`src/rtl/serial_pkg.sv`:
```
// serial_pkg: definitions shared by the serial transmitter and receiver.
//   rx_state_e : receiver FSM state encoding (3-bit)
//   bit_div()  : clocks per bit, rounded to nearest
//   half_div() : clocks per half bit (mid-bit sample offset)
package serial_pkg;

  typedef enum logic [2:0] {
    ST_IDLE      = 3'd0,
    ST_START     = 3'd1,
    ST_DATA      = 3'd2,
    ST_STOP      = 3'd3,
    ST_WAIT_HIGH = 3'd4
  } rx_state_e;

  // Rounding rule shared by both directions so that tx and rx agree on bit length.
  function automatic int bit_div(input int clk_hz, input int baud);
    return (clk_hz + baud / 2) / baud;
  endfunction

  function automatic int half_div(input int clk_hz, input int baud);
    return bit_div(clk_hz, baud) / 2;
  endfunction

endpackage

```
`src/rtl/sync2.sv`:
```
// sync2: two-flop synchroniser for an asynchronous level input.
//   clk_i   : sampling clock
//   rst_i   : synchronous active-high reset, both flops load RST_VAL
//   d_i     : asynchronous input
//   q_o     : synchronised output (second flop)
module sync2 #(
  parameter logic RST_VAL = 1'b1
) (
  input  logic clk_i,
  input  logic rst_i,
  input  logic d_i,
  output logic q_o
);

  logic meta_q;
  logic sync_q;

  always_ff @(posedge clk_i) begin
    if (rst_i) begin
      meta_q <= RST_VAL;
      sync_q <= RST_VAL;
    end else begin
      meta_q <= d_i;
      sync_q <= meta_q;
    end
  end

  assign q_o = sync_q;

endmodule

```
`src/rtl/serial_rx.sv`:
```
// serial_rx: 8N1 UART receiver, mid-bit sampling, LSB first.
//   clk12     : system clock
//   rst       : synchronous active-high reset; aborts any frame in progress
//   rx        : asynchronous serial line, idle high
//   rbyte     : last correctly framed byte, held until the next good byte
//   rbyte_rdy : one-cycle pulse when rbyte is updated
//   frame_err : one-cycle pulse when the stop bit is sampled low
//   busy      : high whenever the receiver is not idle
//
// state      | meaning
// ST_IDLE    | line idle, waiting for a low level
// ST_START   | half a bit in, confirming the start bit
// ST_DATA    | sampling 8 data bits, one per bit period
// ST_STOP    | sampling the stop bit
// ST_WAIT_HIGH | framing error seen, waiting for the line to go high
module serial_rx
  import serial_pkg::*;
#(
  parameter int CLK_HZ = 12_000_000,
  parameter int BAUD   = 115200
) (
  input  logic       clk12,
  input  logic       rst,
  input  logic       rx,
  output logic [7:0] rbyte,
  output logic       rbyte_rdy,
  output logic       frame_err,
  output logic       busy
);

  localparam int BIT_DIV = bit_div(CLK_HZ, BAUD);
  localparam int HALF    = half_div(CLK_HZ, BAUD);
  localparam int CW      = $clog2(BIT_DIV);

  // Down-counter reload values: a sample fires when the counter reaches zero.
  localparam logic [CW-1:0] BIT_RELOAD  = CW'(BIT_DIV - 1);
  localparam logic [CW-1:0] HALF_RELOAD = CW'(HALF - 1);

  logic rx_s;

  sync2 #(.RST_VAL(1'b1)) u_sync (
    .clk_i (clk12),
    .rst_i (rst),
    .d_i   (rx),
    .q_o   (rx_s)
  );

  rx_state_e     state_q, state_d;
  logic [CW-1:0] cnt_q, cnt_d;
  logic [2:0]    idx_q, idx_d;
  logic [7:0]    shift_q, shift_d;
  logic [7:0]    rbyte_q, rbyte_d;
  logic          rdy_q, rdy_d;
  logic          ferr_q, ferr_d;
  logic          tick;

  assign tick = (cnt_q == '0);

  always_comb begin
    state_d = state_q;
    cnt_d   = cnt_q;
    idx_d   = idx_q;
    shift_d = shift_q;
    rbyte_d = rbyte_q;
    rdy_d   = 1'b0;
    ferr_d  = 1'b0;

    unique case (state_q)
      ST_IDLE: begin
        if (!rx_s) begin
          state_d = ST_START;
          cnt_d   = HALF_RELOAD;
          idx_d   = 3'd0;
        end
      end
      ST_START: begin
        if (tick) begin
          if (!rx_s) begin
            state_d = ST_DATA;
            cnt_d   = BIT_RELOAD;
          end else begin
            state_d = ST_IDLE;  // glitch shorter than half a bit
          end
        end else begin
          cnt_d = cnt_q - CW'(1);
        end
      end
      ST_DATA: begin
        if (tick) begin
          shift_d = {rx_s, shift_q[7:1]};
          cnt_d   = BIT_RELOAD;
          if (idx_q == 3'd7) state_d = ST_STOP;
          else               idx_d   = idx_q + 3'd1;
        end else begin
          cnt_d = cnt_q - CW'(1);
        end
      end
      ST_STOP: begin
        if (tick) begin
          // Leave at mid stop bit so a back-to-back start edge is not missed.
          if (rx_s) begin
            rbyte_d = shift_q;
            rdy_d   = 1'b1;
            state_d = ST_IDLE;
          end else begin
            ferr_d  = 1'b1;
            state_d = ST_WAIT_HIGH;
          end
        end else begin
          cnt_d = cnt_q - CW'(1);
        end
      end
      ST_WAIT_HIGH: begin
        // A held-low break must not look like a stream of start bits.
        if (rx_s) state_d = ST_IDLE;
      end
      default: state_d = ST_IDLE;
    endcase
  end

  always_ff @(posedge clk12) begin
    if (rst) begin
      state_q <= ST_IDLE;
      cnt_q   <= '0;
      idx_q   <= 3'd0;
      shift_q <= 8'h00;
      rbyte_q <= 8'h00;
      rdy_q   <= 1'b0;
      ferr_q  <= 1'b0;
    end else begin
      state_q <= state_d;
      cnt_q   <= cnt_d;
      idx_q   <= idx_d;
      shift_q <= shift_d;
      rbyte_q <= rbyte_d;
      rdy_q   <= rdy_d;
      ferr_q  <= ferr_d;
    end
  end

  assign rbyte     = rbyte_q;
  assign rbyte_rdy = rdy_q;
  assign frame_err = ferr_q;
  assign busy      = (state_q != ST_IDLE);

endmodule

```
`config.mk`:
```
export PLATFORM = sky130hd
export DESIGN_NAME = serial_rx
export DESIGN_NICKNAME = d
export VERILOG_FILES = /design/src/rtl/serial_pkg.sv /design/src/rtl/sync2.sv /design/src/rtl/serial_rx.sv
export SDC_FILE = /design/constraint.sdc
export NUM_CORES = 1
export LEC_CHECK = 0
export CAP_MARGIN = 20
export CORE_MARGIN = 2
export CORE_UTILIZATION = 50
export CTS_BUF_LIST = sky130_fd_sc_hd__clkbuf_16
export DETAILED_ROUTE_END_ITERATION = 8
export HOLD_SLACK_MARGIN = 0.03
export PLACE_DENSITY = 0.71
export SYNTH_ARGS = -nofsm -noshare
export SYNTH_HDL_FRONTEND = slang
export SYNTH_SLANG_ARGS = --single-unit
```
`constraint.sdc`:
```
create_clock -name clk12 -period 1.89 [get_ports clk12]
set_input_delay 0.378 -clock clk12 [delete_from_list [all_inputs] [get_ports clk12]]
set_output_delay 0.378 -clock clk12 [all_outputs]
set_load 0.03 [all_outputs]
```
### After elaboration in Yosys (flattened, before gate mapping)

Cells that the tools add are included.

| storage, ports and cells | value |
|---|---|
| flip-flop bits (word level) | 33 |
| bits in latches | 0 |
| bits in writable memories | 0 |
| ROM bits | 0 |
| input bits | 3 |
| output and inout port bits | 11 |
| logic and storage cells | 59 |
| memories | 0 |

| operators by class | value |
|---|---|
| $add $sub $neg | 2 |
| $mul | 0 |
| div/mod/pow operators | 0 |
| $lt $le $gt $ge | 0 |
| equality and inequality tests | 14 |
| shift operators | 0 |
| muxes and demuxes | 21 |
| bitwise operators | 2 |
| reduce and logical (&&, ||, !) cells | 11 |

Operator list:

| kind | count |
|---|---|
| $mux W7 | 5 |
| $mux W3 | 10 |
| $pmux W7 S4 | 1 |
| $pmux W3 S5 | 1 |
| $ne A2 B2 Y1 const B | 7 |
| $reduce_and A4 Y1 | 2 |
| $logic_not A7 Y1 | 1 |
| $sub A7 B1 Y7 const B | 1 |
| $eq A3 B2 Y1 const B | 2 |
| $eq A3 B3 Y1 const B | 2 |
| $pmux W3 S2 | 1 |
| $reduce_and A6 Y1 | 1 |
| $reduce_bool A4 Y1 | 1 |
| $add A3 B1 Y3 const B | 1 |
| $eq A3 B1 Y1 const B | 1 |
| $logic_not A3 Y1 | 1 |
| $ne A3 B3 Y1 const B | 1 |
| $reduce_and A3 Y1 | 1 |
| $reduce_bool A3 Y1 | 1 |
| $reduce_or A3 Y1 | 1 |
| $mux W1 | 2 |
| $mux W2 | 1 |
| $ne A2 B1 Y1 const B | 1 |
| $not A1 Y1 | 2 |
| other kinds (2) | 2 |

### Depth between registers and ports, before layout

| depth | value |
|---|---|
| depth in word-level cells | 4 |
| depth in mapped cells | 7 |
| gate-level depth less buffers | 6 |

### Modules after synthesis

A second synthesis with hierarchy kept.

| second synthesis, totals | value |
|---|---|
| cells, all modules | 172 |
| area total of the unflattened synthesis | 1576.5 µm² |

Modules (own cells, without submodules):

| module | times used | cells each | area each (µm²) | seq. area each (µm²) |
|---|---|---|---|---|
| serial_rx | 1 | 168 | 1524.0 | 620.6 |
| sync2 | 1 | 4 | 52.6 | 40.0 |

### Worst setup path after synthesis

OpenSTA, ideal clock, no wires.

| path | value |
|---|---|
| path type | register to register |
| start | register cnt_q[0] |
| end | register cnt_q[4] |
| setup time | 0.132 ns |
| data arrival time | 1.680 ns |
| data required time | 1.758 ns |
| setup slack | 0.078 ns |
| cell stages (with the launch flop) | 8 |
| buffers on the path | 1 |
| clock period less this slack | 1.812 ns |
| cells stage by stage | dfxtp_1 > inv_1 > ha_1 > or3b_1 > clkbuf_1 > or3_1 > a221oi_2 > a221oi_1 |

| on the way | value |
|---|---|
| cells in the longest elaborated chain, start to end | 3 |
| elaborated cells between the ends (all ways) | 9 |
| classes of those cells | add/sub: 1; eq/ne: 2; mux: 4; reduce/logical: 2 |

Ends and longest elaborated chain:

| what | line | source |
|---|---|---|
| start: declaration | serial_rx.sv:49 | `logic [CW-1:0] cnt_q, cnt_d;` |
| start signal: assignment | serial_rx.sv:132 | `cnt_q <= cnt_d;` |
| $sub A7 B1 Y7 / $logic_not A7 Y1 (equally long branches) | -- |  |
| $mux W7 (tied with other cells) | serial_rx.sv:99 | `if (tick) begin` |
| $pmux W7 S4 / $reduce_and A4 Y1 (equally long branches) | -- |  |

Several ways; a longest one is shown, not always the timed one. The select of a mux whose other input is x is not followed.
A chain may end at the register's enable or synchronous reset.

### Worst setup path in the final report

Ends and elaborated chain as after synthesis.

==> results.toml <==
[die]
core_area_um2 = 3003
boundaryPins = 14
die-area_um2 = 3567
die_h_um = 59.73
fp.dieW_um = 59.73
start_util = 0.5171
rows = 20

[layout]
drive_gt1_frac = 0.1693
fill_cells = 256
mostFrequentLayoutCells = "dfxtp_1, nor2_1, mux2i_1"
diodes = 0
fin_nets = 195
multiInputGateArea_um2 = 828.3
seq_area_um2 = 660.6
fin_cells = 222
syn2layout_area_growth_pct = 23.61
final_common_cell = "dfxtp_1"
stdcell_area_um2 = 1919
utilization = 0.6392

[timing]
tightest_slew_ns = 0.3562
period_share = 0.9711
min_period_ns = 1.835
fin_tns_setup_ns = 0
final-max-slew-violation-count = 0
final-setup-viol-count = 0
max_freq_mhz = 544.8
relSlewSlack = 0.7625
rsz0062_at_grt = "no"
hold_violations = 0
skew_ns = 0.004170

[clock_tree]
root_buffer = "clkbuf_16"
ctsHoldBuffers = 0
cts_resized = 1
cts_tree = "built"
clk_latency_ns = 0.28
clock_path_buffers = 2
clk_pin_slew_ns = 0.05
clock_sinks = 33
htree_levels = 2
postCtsSetupRepairBufs = 0
cts_made_buffers = 5

[synthesis]
synth-main-ff-cell = "dfxtp_1"
avgSynthCellArea_um2 = 9.298
synth.top_cell.area_share = 0.4255
synth-seq-cells = 33
synthCells = 167
synth_area_leaders = "dfxtp_1, mux2i_1, nor2_1"
synth_nets = 174
yosysWarnings = 0
synthesis.area_um2 = 1553
yosysUniqueCellTypes = 42
synth_edf_count = 0
ys_seq_area_frac = 0.4255
synth_top_cell_by_area = "dfxtp_1"
synthArstFlopShare = 0

[setup_path]
cp_max_fo = 4
cp-start-kind = "register"
cpPeakStageDelay_ns = 0.42
crit_required_ns = 2.05
worstPathCellList = "inv_1, ha_1, or3b_4, or3_1, a221oi_2, a221oi_1"
path_class = "reg2reg"
crit_arrival_ns = 1.99
cp-end-kind = "register"
cpMaxStageDelayCell = "or3b_4"

[grt]
grt_antenna_before_repair = 0
grt_usage = 0.2062
grt_pass1_wl_mm = 5.416
grt-ovfl-total = 0
grt_start_max_net_pins = 19
grt_pass1_vias = 1220

[placement]
place_hpwl_mm = 2.278
place_area_um2 = 1758
io_buffers = 13
post-place-cells = 214
gp_congestion = 0.8684

[pwr]
p_leak_nw = 0.8826
power_w = 0.001819
powerDensity_nw_per_um2 = 947.7
ir_drop_mv = 0.5875

[detailed_routing]
postRouteWirelength_mm = 3.300
ant_nets = 0
route.detailed.drc = 0
drt_first_iter_violations = 45
vias = 1290
vias_per_cell = 5.811
avgRoutedWirePerCell_um = 14.86
firstDrtPassIters = 4

[hold_path]
hold_path.class = "reg2reg"

[status]
outcome = "complete, no violations"

[flow_run]
drv_cap = 0
[power by group]
part	switching (W)	total [W]	internal, W
logic	0.000163	0.000290	0.000127
registers	0.0000166	0.000731	0.000714
clock network	0.000311	0.000798	0.000487
[layer usage]
| layer | share of wire | global-route usage | vias to the layer above |
|---|---|---|---|
| met5 | 0 | 0 | - |
| met4 | 0.019 | 0.1079 | 0 |
| met3 | 0.046 | 0.06277 | 6 |
| met2 | 0.48 | 0.3230 | 46 |
| met1 | 0.45 | 0.2534 | 592 |
| li1 | - | - | 646 |
[stage by stage]
step                      setup WS, ns  hold WS [ns]
after floorplan                0.07819        0.3895
after global placement          0.1388        0.3943
after detailed placement       0.08584        0.4038
after CTS                      0.06790        0.4192
after global routing          0.004810        0.4203
final                          0.05462        0.4149
[logic make-up (layout without fill, tap and decap cells)]
family / Yosys count / in the layout / synth area share
AND/OR/NAND/NOR: 64 / 64 / 0.2103
flip-flops: 33 / 33 / 0.4255
AO/OA/AOI/OAI: 29 / 29 / 0.1595
multiplexers: 18 / 18 / 0.1160
buffers and inverters: 18 / 40 / 0.05076
adder cells (fa/ha/maj): 4 / 4 / 0.03223
XOR/XNOR: 1 / 1 / 0.005642
[final timing paths]
| path | startpoint | end | slack (ns) | cells after the start |
|---|---|---|---|---|
| hold reg to reg | u_sync.meta_q$_SDFF_PP1_ | u_sync.q_o$_SDFF_PP1_ | 0.41 | 1 |
| setup reg to reg | cnt_q[0]$_SDFFE_PP0P_ | cnt_q[4]$_SDFFE_PP0P_ | 0.05 | 6 |
| hold / removal | u_sync.meta_q$_SDFF_PP1_ | u_sync.q_o$_SDFF_PP1_ | 0.41 | 1 |
| setup / recovery | cnt_q[0]$_SDFFE_PP0P_ | cnt_q[4]$_SDFFE_PP0P_ | 0.05 | 6 |
[flip-flops by register name, indices dropped and copies added (netlist names)]
signal         flops
rbyte              8
shift_q            8
cnt_q              7
idx_q              3
state_q            3
frame_err          1
rbyte_rdy          1
u_sync.meta_q      1
u_sync.q_o         1
[area by class of cell]
type / instances / share of cell area
clock inverters: 3 / 0.01173
multi-input cells: 116 / 0.4316
well taps: 33 / 0.02151
clock buffers: 5 / 0.06519
inverters: 8 / 0.01565
flip-flops and latches: 33 / 0.3442
repair buffers: 24 / 0.1102
[Yosys cell counts, drive strengths merged (4+ instances only)]
cell / count
buf: 4
clkbuf: 6
dfxtp: 33
ha: 4
inv: 8
mux2i: 18
nand2: 6
nor2: 23
nor3: 9
o21ai: 5
or2: 4
or3: 6
[critical path, delay by kind of cell, from the launching register on]
kind / cells / cell delay (ns)
buffers and inverters: 1 / 0.08
flip-flops: 1 / 0.33
AO/OA/AOI/OAI: 2 / 0.34
adder cells (fa/ha/maj): 1 / 0.16
AND/OR/NAND/NOR: 2 / 0.79
Note: power is estimated with default switching activity, not from simulation.
